$ cat config.mk
export PLATFORM = sky130hd
export DESIGN_NAME = bird_object
export DESIGN_NICKNAME = d
export VERILOG_FILES = /design/src/rtl/bird_pkg.sv /design/src/rtl/bird_bitmap.sv /design/src/rtl/bird_object.sv
export SDC_FILE = /design/constraint.sdc
export NUM_CORES = 1
export LEC_CHECK = 0
export BUFFER_PORTS_ARGS = -buffer_cell sky130_fd_sc_hd__buf_2
export CAP_MARGIN = 20
export CORE_MARGIN = 4
export CORE_UTILIZATION = 35
export CTS_CLUSTER_DIAMETER = 80
export DETAILED_ROUTE_END_ITERATION = 12
export GPL_ROUTABILITY_DRIVEN = 0
export PLACE_DENSITY_LB_ADDON = 0.12
export SLEW_MARGIN = 0
export SYNTH_ARGS = -nofsm -noshare
export SYNTH_HDL_FRONTEND = slang
export SYNTH_SLANG_ARGS = --single-unit
export TNS_END_PERCENT = 50
$ cat constraint.sdc
create_clock -name clk -period 4.2 [get_ports clk]
set_input_delay 0.84 -clock clk [delete_from_list [all_inputs] [get_ports clk]]
set_output_delay 0.84 -clock clk [all_outputs]
set_load 0.01 [all_outputs]
$ cat src/rtl/bird_pkg.sv
// Shared types and constants for the bird object stage.
//   bird_state_e : life-cycle state of one bird
//   coord_t      : signed screen coordinate
//   colours      : transparent key, hit tint and bitmap palette
package bird_pkg;

  localparam int COORD_W = 12;

  typedef logic signed [COORD_W-1:0] coord_t;

  typedef enum logic [2:0] {
    IDLE,
    FLYING,
    HIT,
    FALLING,
    RESPAWN
  } bird_state_e;

  localparam logic [7:0] TRANSPARENT_COLOR = 8'hFF;
  localparam logic [7:0] HIT_COLOR         = 8'hE0;

  // Bitmap palette (RRRGGGBB)
  localparam logic [7:0] BODY_COLOR    = 8'hFC;
  localparam logic [7:0] WING_DN_COLOR = 8'h03;
  localparam logic [7:0] WING_UP_COLOR = 8'h1C;
  localparam logic [7:0] EYE_COLOR     = 8'h00;

  // Unsigned scan coordinate -> signed coordinate (zero-extended)
  function automatic coord_t to_coord(input logic [COORD_W-2:0] p);
    return coord_t'({1'b0, p});
  endfunction

endpackage

$ cat src/rtl/bird_bitmap.sv
// Combinational bird sprite ROM, 2 frames x OBJ_H x OBJ_W x 8 bits.
// The image is described procedurally so it scales with OBJ_W/OBJ_H:
//   - top and bottom OBJ_H/8 rows transparent
//   - small transparent notch in the top-left corner (beak gap)
//   - wing block whose colour changes between the two flap frames
//   - single eye pixel, everything else body colour
// Ports:
//   frame  : animation frame select
//   off_y  : row inside the sprite
//   off_x  : column inside the sprite
//   color  : RRRGGGBB colour, TRANSPARENT_COLOR where nothing is drawn
module bird_bitmap import bird_pkg::*; #(
  parameter int OBJ_W = 32,
  parameter int OBJ_H = 32
) (
  input  logic                     frame,
  input  logic [$clog2(OBJ_H)-1:0] off_y,
  input  logic [$clog2(OBJ_W)-1:0] off_x,
  output logic [7:0]               color
);

  localparam int YW = $clog2(OBJ_H);
  localparam int XW = $clog2(OBJ_W);

  localparam logic [YW-1:0] ROW_TOP  = YW'(OBJ_H / 8);
  localparam logic [YW-1:0] ROW_BOT  = YW'(OBJ_H - OBJ_H / 8);
  localparam logic [YW-1:0] CORNER_Y = YW'(OBJ_H / 4);
  localparam logic [YW-1:0] WING_Y   = YW'((3 * OBJ_H) / 8);
  localparam logic [YW-1:0] EYE_Y    = YW'((5 * OBJ_H) / 16);

  localparam logic [XW-1:0] CORNER_X = XW'(OBJ_W / 16);
  localparam logic [XW-1:0] WING_X0  = XW'(OBJ_W / 4);
  localparam logic [XW-1:0] WING_X1  = XW'(OBJ_W / 2);
  localparam logic [XW-1:0] EYE_X    = XW'((3 * OBJ_W) / 4);

  always_comb begin
    color = BODY_COLOR;
    if (off_y < ROW_TOP || off_y >= ROW_BOT) begin
      color = TRANSPARENT_COLOR;
    end else if (off_x < CORNER_X && off_y < CORNER_Y) begin
      color = TRANSPARENT_COLOR;
    end else if (off_y < WING_Y && off_x >= WING_X0 && off_x < WING_X1) begin
      color = frame ? WING_UP_COLOR : WING_DN_COLOR;
    end else if (off_y == EYE_Y && off_x == EYE_X) begin
      color = EYE_COLOR;
    end
  end

endmodule

$ cat src/rtl/bird_object.sv
// Per-bird object stage: owns position, motion and hit/fall/respawn life
// cycle, picks the flap frame and hit-tests the VGA scan position. The
// drawing request and colour are registered, one cycle after pixelX/Y.
// Ports:
//   clk, resetN         : pixel clock, async active-low reset
//   enable              : bird active while high
//   startOfFrame        : one-cycle pulse per VGA frame
//   pixelX, pixelY      : current scan position
//   collision           : bird overlaps a shot this cycle
//   birdDrawingRequest  : opaque bird pixel at previous scan position
//   birdRGB             : colour for that pixel (FF when not drawn)
//   birdHit             : pulse on the FLYING->HIT transition
//   topLeftX, topLeftY  : current signed position
module bird_object import bird_pkg::*; #(
  parameter int INIT_X      = 0,
  parameter int INIT_Y      = 64,
  parameter int SPEED_X     = 2,
  parameter int FALL_SPEED  = 4,
  parameter int HIT_FRAMES  = 30,
  parameter int FLAP_FRAMES = 8,
  parameter int OBJ_W       = 32,
  parameter int OBJ_H       = 32,
  parameter int SCREEN_W    = 640,
  parameter int SCREEN_H    = 480
) (
  input  logic                      clk,
  input  logic                      resetN,
  input  logic                      enable,
  input  logic                      startOfFrame,
  input  logic [10:0]               pixelX,
  input  logic [10:0]               pixelY,
  input  logic                      collision,
  output logic                      birdDrawingRequest,
  output logic [7:0]                birdRGB,
  output logic                      birdHit,
  output logic signed [COORD_W-1:0] topLeftX,
  output logic signed [COORD_W-1:0] topLeftY
);

  localparam coord_t INIT_X_C   = coord_t'(INIT_X);
  localparam coord_t INIT_Y_C   = coord_t'(INIT_Y);
  localparam coord_t SPEED_C    = coord_t'(SPEED_X);
  localparam coord_t FALL_C     = coord_t'(FALL_SPEED);
  localparam coord_t OBJ_W_C    = coord_t'(OBJ_W);
  localparam coord_t OBJ_H_C    = coord_t'(OBJ_H);
  localparam coord_t SCREEN_W_C = coord_t'(SCREEN_W);
  localparam coord_t SCREEN_H_C = coord_t'(SCREEN_H);
  localparam coord_t WRAP_X_C   = coord_t'(-OBJ_W);

  localparam int XW = $clog2(OBJ_W);
  localparam int YW = $clog2(OBJ_H);

  localparam int HIT_CW  = (HIT_FRAMES  > 1) ? $clog2(HIT_FRAMES)  : 1;
  localparam int FLAP_CW = (FLAP_FRAMES > 1) ? $clog2(FLAP_FRAMES) : 1;
  localparam logic [HIT_CW-1:0]  HIT_LAST  = HIT_CW'(HIT_FRAMES - 1);
  localparam logic [FLAP_CW-1:0] FLAP_LAST = FLAP_CW'(FLAP_FRAMES - 1);

  bird_state_e         state, state_n;
  coord_t              x, x_n, y, y_n;
  logic [HIT_CW-1:0]   hit_cnt, hit_cnt_n;
  logic [FLAP_CW-1:0]  flap_cnt, flap_cnt_n;
  logic                anim_frame, anim_n;
  logic                hit_n;

  coord_t              x_adv, x_step;

  // Horizontal step with wrap: only wrap once strictly past the right edge
  always_comb begin
    x_adv  = x + SPEED_C;
    x_step = (x_adv > SCREEN_W_C) ? WRAP_X_C : x_adv;
  end

  // ---------------------------------------------------------------- FSM
  always_ff @(posedge clk or negedge resetN) begin
    if (!resetN) begin
      state      <= IDLE;
      x          <= INIT_X_C;
      y          <= INIT_Y_C;
      hit_cnt    <= '0;
      flap_cnt   <= '0;
      anim_frame <= 1'b0;
      birdHit    <= 1'b0;
    end else begin
      state      <= state_n;
      x          <= x_n;
      y          <= y_n;
      hit_cnt    <= hit_cnt_n;
      flap_cnt   <= flap_cnt_n;
      anim_frame <= anim_n;
      birdHit    <= hit_n;
    end
  end

  always_comb begin
    state_n    = state;
    x_n        = x;
    y_n        = y;
    hit_cnt_n  = hit_cnt;
    flap_cnt_n = flap_cnt;
    anim_n     = anim_frame;
    hit_n      = 1'b0;

    if (!enable) begin
      state_n    = IDLE;
      x_n        = INIT_X_C;
      y_n        = INIT_Y_C;
      hit_cnt_n  = '0;
      flap_cnt_n = '0;
      anim_n     = 1'b0;
    end else begin
      case (state)
        IDLE: state_n = FLYING;

        FLYING: begin
          // A collision wins over a coincident frame tick: no motion then
          if (collision) begin
            state_n   = HIT;
            hit_n     = 1'b1;
            hit_cnt_n = '0;
          end else if (startOfFrame) begin
            x_n = x_step;
            if (flap_cnt == FLAP_LAST) begin
              flap_cnt_n = '0;
              anim_n     = ~anim_frame;
            end else begin
              flap_cnt_n = flap_cnt + 1'b1;
            end
          end
        end

        HIT: begin
          if (startOfFrame) begin
            if (hit_cnt == HIT_LAST) begin
              state_n   = FALLING;
              hit_cnt_n = '0;
            end else begin
              hit_cnt_n = hit_cnt + 1'b1;
            end
          end
        end

        FALLING: begin
          // Bottom test is on the registered Y, so the bird sits at the
          // landing row for one cycle before respawning
          if (y >= SCREEN_H_C) begin
            state_n = RESPAWN;
          end else if (startOfFrame) begin
            y_n = y + FALL_C;
          end
        end

        RESPAWN: begin
          state_n    = FLYING;
          x_n        = INIT_X_C;
          y_n        = INIT_Y_C;
          hit_cnt_n  = '0;
          flap_cnt_n = '0;
          anim_n     = 1'b0;
        end

        default: state_n = IDLE;
      endcase
    end
  end

  // ------------------------------------------------------------ drawing
  coord_t          px, py, x_end, y_end;
  logic            in_box;
  logic [XW-1:0]   off_x;
  logic [YW-1:0]   off_y;
  logic [7:0]      rom_color;
  logic            pix_opaque;
  logic [7:0]      pix_color;

  always_comb begin
    px     = to_coord(pixelX);
    py     = to_coord(pixelY);
    x_end  = x + OBJ_W_C;
    y_end  = y + OBJ_H_C;
    in_box = (px >= x) && (px < x_end) && (py >= y) && (py < y_end);
    // Truncated offsets are only meaningful when in_box is true, which
    // keeps the image from wrapping across the screen edge
    off_x  = XW'(px - x);
    off_y  = YW'(py - y);
  end

  bird_bitmap #(
    .OBJ_W (OBJ_W),
    .OBJ_H (OBJ_H)
  ) u_bitmap (
    .frame (anim_frame),
    .off_y (off_y),
    .off_x (off_x),
    .color (rom_color)
  );

  always_comb begin
    pix_opaque = in_box && (state != IDLE) && (rom_color != TRANSPARENT_COLOR);
    pix_color  = (state == HIT) ? HIT_COLOR : rom_color;
  end

  always_ff @(posedge clk or negedge resetN) begin
    if (!resetN) begin
      birdDrawingRequest <= 1'b0;
      birdRGB            <= 8'h00;
    end else begin
      birdDrawingRequest <= pix_opaque;
      birdRGB            <= pix_opaque ? pix_color : TRANSPARENT_COLOR;
    end
  end

  assign topLeftX = x;
  assign topLeftY = y;

endmodule

==> flow_metrics.tcl <==
set metrics [dict create \
    antenna_cells 0 \
    cts_root_buf "clkbuf_8" \
    p_leak_nw 1.705 \
    p_comb_share_pct 24.9 \
    cts-resized-gates 0 \
    power_density_nw_per_um2 225.3 \
    ir_worst_vdd_uv 131.4 \
    crit_type "register to register" \
    final.setup.tns_ps 0 \
    slew_headroom_pct 39.94 \
    p_seq_share_pct 44.6 \
    required_ps 4340 \
    cp.arrival_ps 2930 \
    syn_to_final_growth_pct 11.95 \
    cts_buffers 5 \
    p_int_w 0.0006009 \
    clk_latency_ps 290 \
    final_layout_size_suffix_gt1_share_pct 17.53 \
    die_x_um 109.1 \
    vias_per_cell 5.370 \
    hold_viol 0 \
    grt_max_degree 39 \
    ios 61 \
    holdBufCountCts 0 \
    num_vias 3195 \
    firstDrtPassIters 4 \
    die-area_um2 11910 \
    grt_pass1_vias 3132 \
    grt_pass1_wl_mm 15.66 \
    min_period_ps 2793 \
    start_util_pct 36.29 \
    port_buffers 57 \
    finalPower_w 0.0009028 \
    p_clk_share_pct 30.4 \
    ys_types 70 \
    yosys_warnings 0 \
    clk_pin_slew_ps 80 \
    rsz0062_at_grt "no" \
    synth.ff_latch_count 38 \
    nets 531 \
    hold_class "register to register" \
    max_clock_freq_ghz 0.3580 \
    htreeDepth 2 \
    rows 36 \
    routed_wirelength_mm 9.507 \
    antenna_found_initial 0 \
    max_slew.worst_pin.slew_ps 901.0 \
    async_flop_share_pct 100.0 \
    fillers 1017 \
    yosysSeqAreaShare_pct 26.60 \
    maxCapViolations 0 \
    synth_edf_count 0 \
    end_kind "register" \
    coreArea_um2 9864 \
    slew_viol_final 0 \
    wl_per_cell_um 15.98 \
    grt_overflow 0 \
    post_cts_buffers 0 \
    gr-usage-all-layers_pct 16.46 \
    cp_max_fo 11 \
    route.detailed.drc 0 \
    die_y_um 109.1 \
    synth_area_um2 3580 \
    syn-instance-count 418 \
    ant_nets 0 \
    cts_tree "yes" \
    setup_ws_ps 1407 \
    dp_hpwl_mm 7.490 \
    p_switching_w 0.0003019 \
    layout_worst_path_cycle_share_pct 66.50 \
    clock_path_buffers 2 \
    syn_avg_cell_area_um2 8.564 \
    pre_cts_slack_ps 1182 \
    start_kind "register" \
    switching_share_pct 33.44 \
    synth_ff_type "dfrtp_1" \
    final-setup-viol-count 0 \
    first_iter_violations 125 \
    status "completed" \
    finClkSkew_ps 3.929 \
    cts.sinks 38 \
]
## layout make-up
class,instances,area (um^2),area share (%)
Clock buffer,6,82.58,2.061
Clock inverter,2,12.51,0.3122
Inverter,30,112.6,2.810
Multi-Input combinational cell,327,2381,59.41
Sequential cell,38,952.2,23.76
Tap cell,133,166.4,4.152
Timing Repair Buffer,59,300.3,7.493
## metal layers
layer  global-route usage [%]  share of wire (%)  up-vias
met5                        0                  0        -
met4                    3.968                1.0        0
met3                    2.724                4.5        7
met2                    25.18                 44       78
met1                    24.06                 50     1502
li1                         -                  -     1608
## cells in the final DEF, fill, tap and decap left out, types with 13 or more instances in the layout
cell,n
a21oi_1,17
buf_2,57
dfrtp_1,37
ha_1,42
inv_1,30
nand2_1,29
nand3_1,18
nand4_1,13
nor2_1,27
o21ai_0,21
xnor2_1,17
## flip-flops by register name (all words and copies together) (netlist names)
signal,cells
flap_cnt,3
topLeftX,11
hit_cnt,5
birdRGB,3
state,3
anim_frame,1
birdDrawingRequest,1
birdHit,1
topLeftY,10
## path summary, 6_finish.rpt
path	from	to	cells past startpoint	slack, ps
max	topLeftX[5]$_DFFE_PN0P_	birdRGB[4]$_DFF_PN0_	10	1410
min	flap_cnt[1]$_DFFE_PN0P_	flap_cnt[1]$_DFFE_PN0P_	2	490
max reg2reg	topLeftX[5]$_DFFE_PN0P_	birdRGB[4]$_DFF_PN0_	10	1410
min reg2reg	flap_cnt[1]$_DFFE_PN0P_	flap_cnt[1]$_DFFE_PN0P_	2	490
max in group asynchronous	resetN	topLeftX[2]$_DFFE_PN0P_	1	2970
min in group asynchronous	resetN	hit_cnt[1]$_DFFE_PN0P_	1	670
## power groups by stage
| stage | clock network (W) | logic, W | registers (W) |
|---|---|---|---|
| final | 0.000275 | 0.000225 | 0.000403 |
| after CTS | 0.000287 | 0.000224 | 0.000403 |
| after floorplan | 0 | 0.000161 | 0.000400 |
| after global routing | 0.000302 | 0.000255 | 0.000406 |
| after global placement | 0 | 0.000220 | 0.000410 |
| after detailed placement | 0 | 0.000223 | 0.000410 |
## synthesized netlist by cell type (all sizes together) (3+ instances only)
library cell / instances / area [um^2]
ha: 42 / 525.5
dfrtp: 37 / 925.9
inv: 30 / 112.6
nand2: 30 / 120.1
nor2: 27 / 101.4
o21ai: 23 / 115.1
nand3: 19 / 100.1
a21oi: 17 / 85.08
xnor2: 17 / 148.9
buf: 15 / 102.6
nand4: 13 / 81.33
clkbuf: 12 / 46.29
nor3: 11 / 55.05
o21a: 8 / 60.06
a211oi: 7 / 62.56
a21o: 7 / 52.55
nor4: 7 / 80.07
nand2b: 6 / 37.54
nor2b: 6 / 37.54
xor2: 6 / 52.55
a31oi: 5 / 31.28
o2111ai: 5 / 43.79
o221a: 5 / 56.30
or3: 5 / 31.28
a2111oi: 4 / 35.03
a21boi: 3 / 22.52
a22oi: 3 / 36.28
and3b: 3 / 26.28
nor3b: 3 / 22.52
o22ai: 3 / 18.77
## stage by stage
stage | utilization [%] | hold WS [ps] | cell area [um^2] | cells
4_1_cts | 40.55 | 501.1 | 4000 | 594
6_report | 40.63 | 493.4 | 4008 | 595
5_1_grt | 40.63 | 539.6 | 4008 | 595
2_1_floorplan | - | 453.8 | 3595 | 422
3_3_place_gp | 39.59 | 470.8 | 3905 | 586
3_5_place_dp | 39.59 | 481.0 | 3905 | 586
## cell families (layout without fill, tap and decap cells)
family	after synthesis	in the layout	share of synthesized area (%)
adders and majority gates	43	43	15.24
DFF	38	38	26.60
and+or+nand+nor	144	144	22.51
buffers and inverters	57	97	7.305
muxes	1	1	0.3146
xor gates and xnor gates	23	23	5.627
other	2	6	0.2098
AOI/OAI and AO/OA	110	110	22.19
## critical path, cell delays in order, from the launching register on
cell and delay [ps]:
dfrtp_1 540, ha_1 290, nand3_2 190, xnor2_1 180, ha_1 290, nand3_1 90, o311ai_0 140, nor4_1 220
o2111ai_1 170, nor4_2 370, o21ai_0 170
No activity file was read; power rests on OpenSTA's default activity.
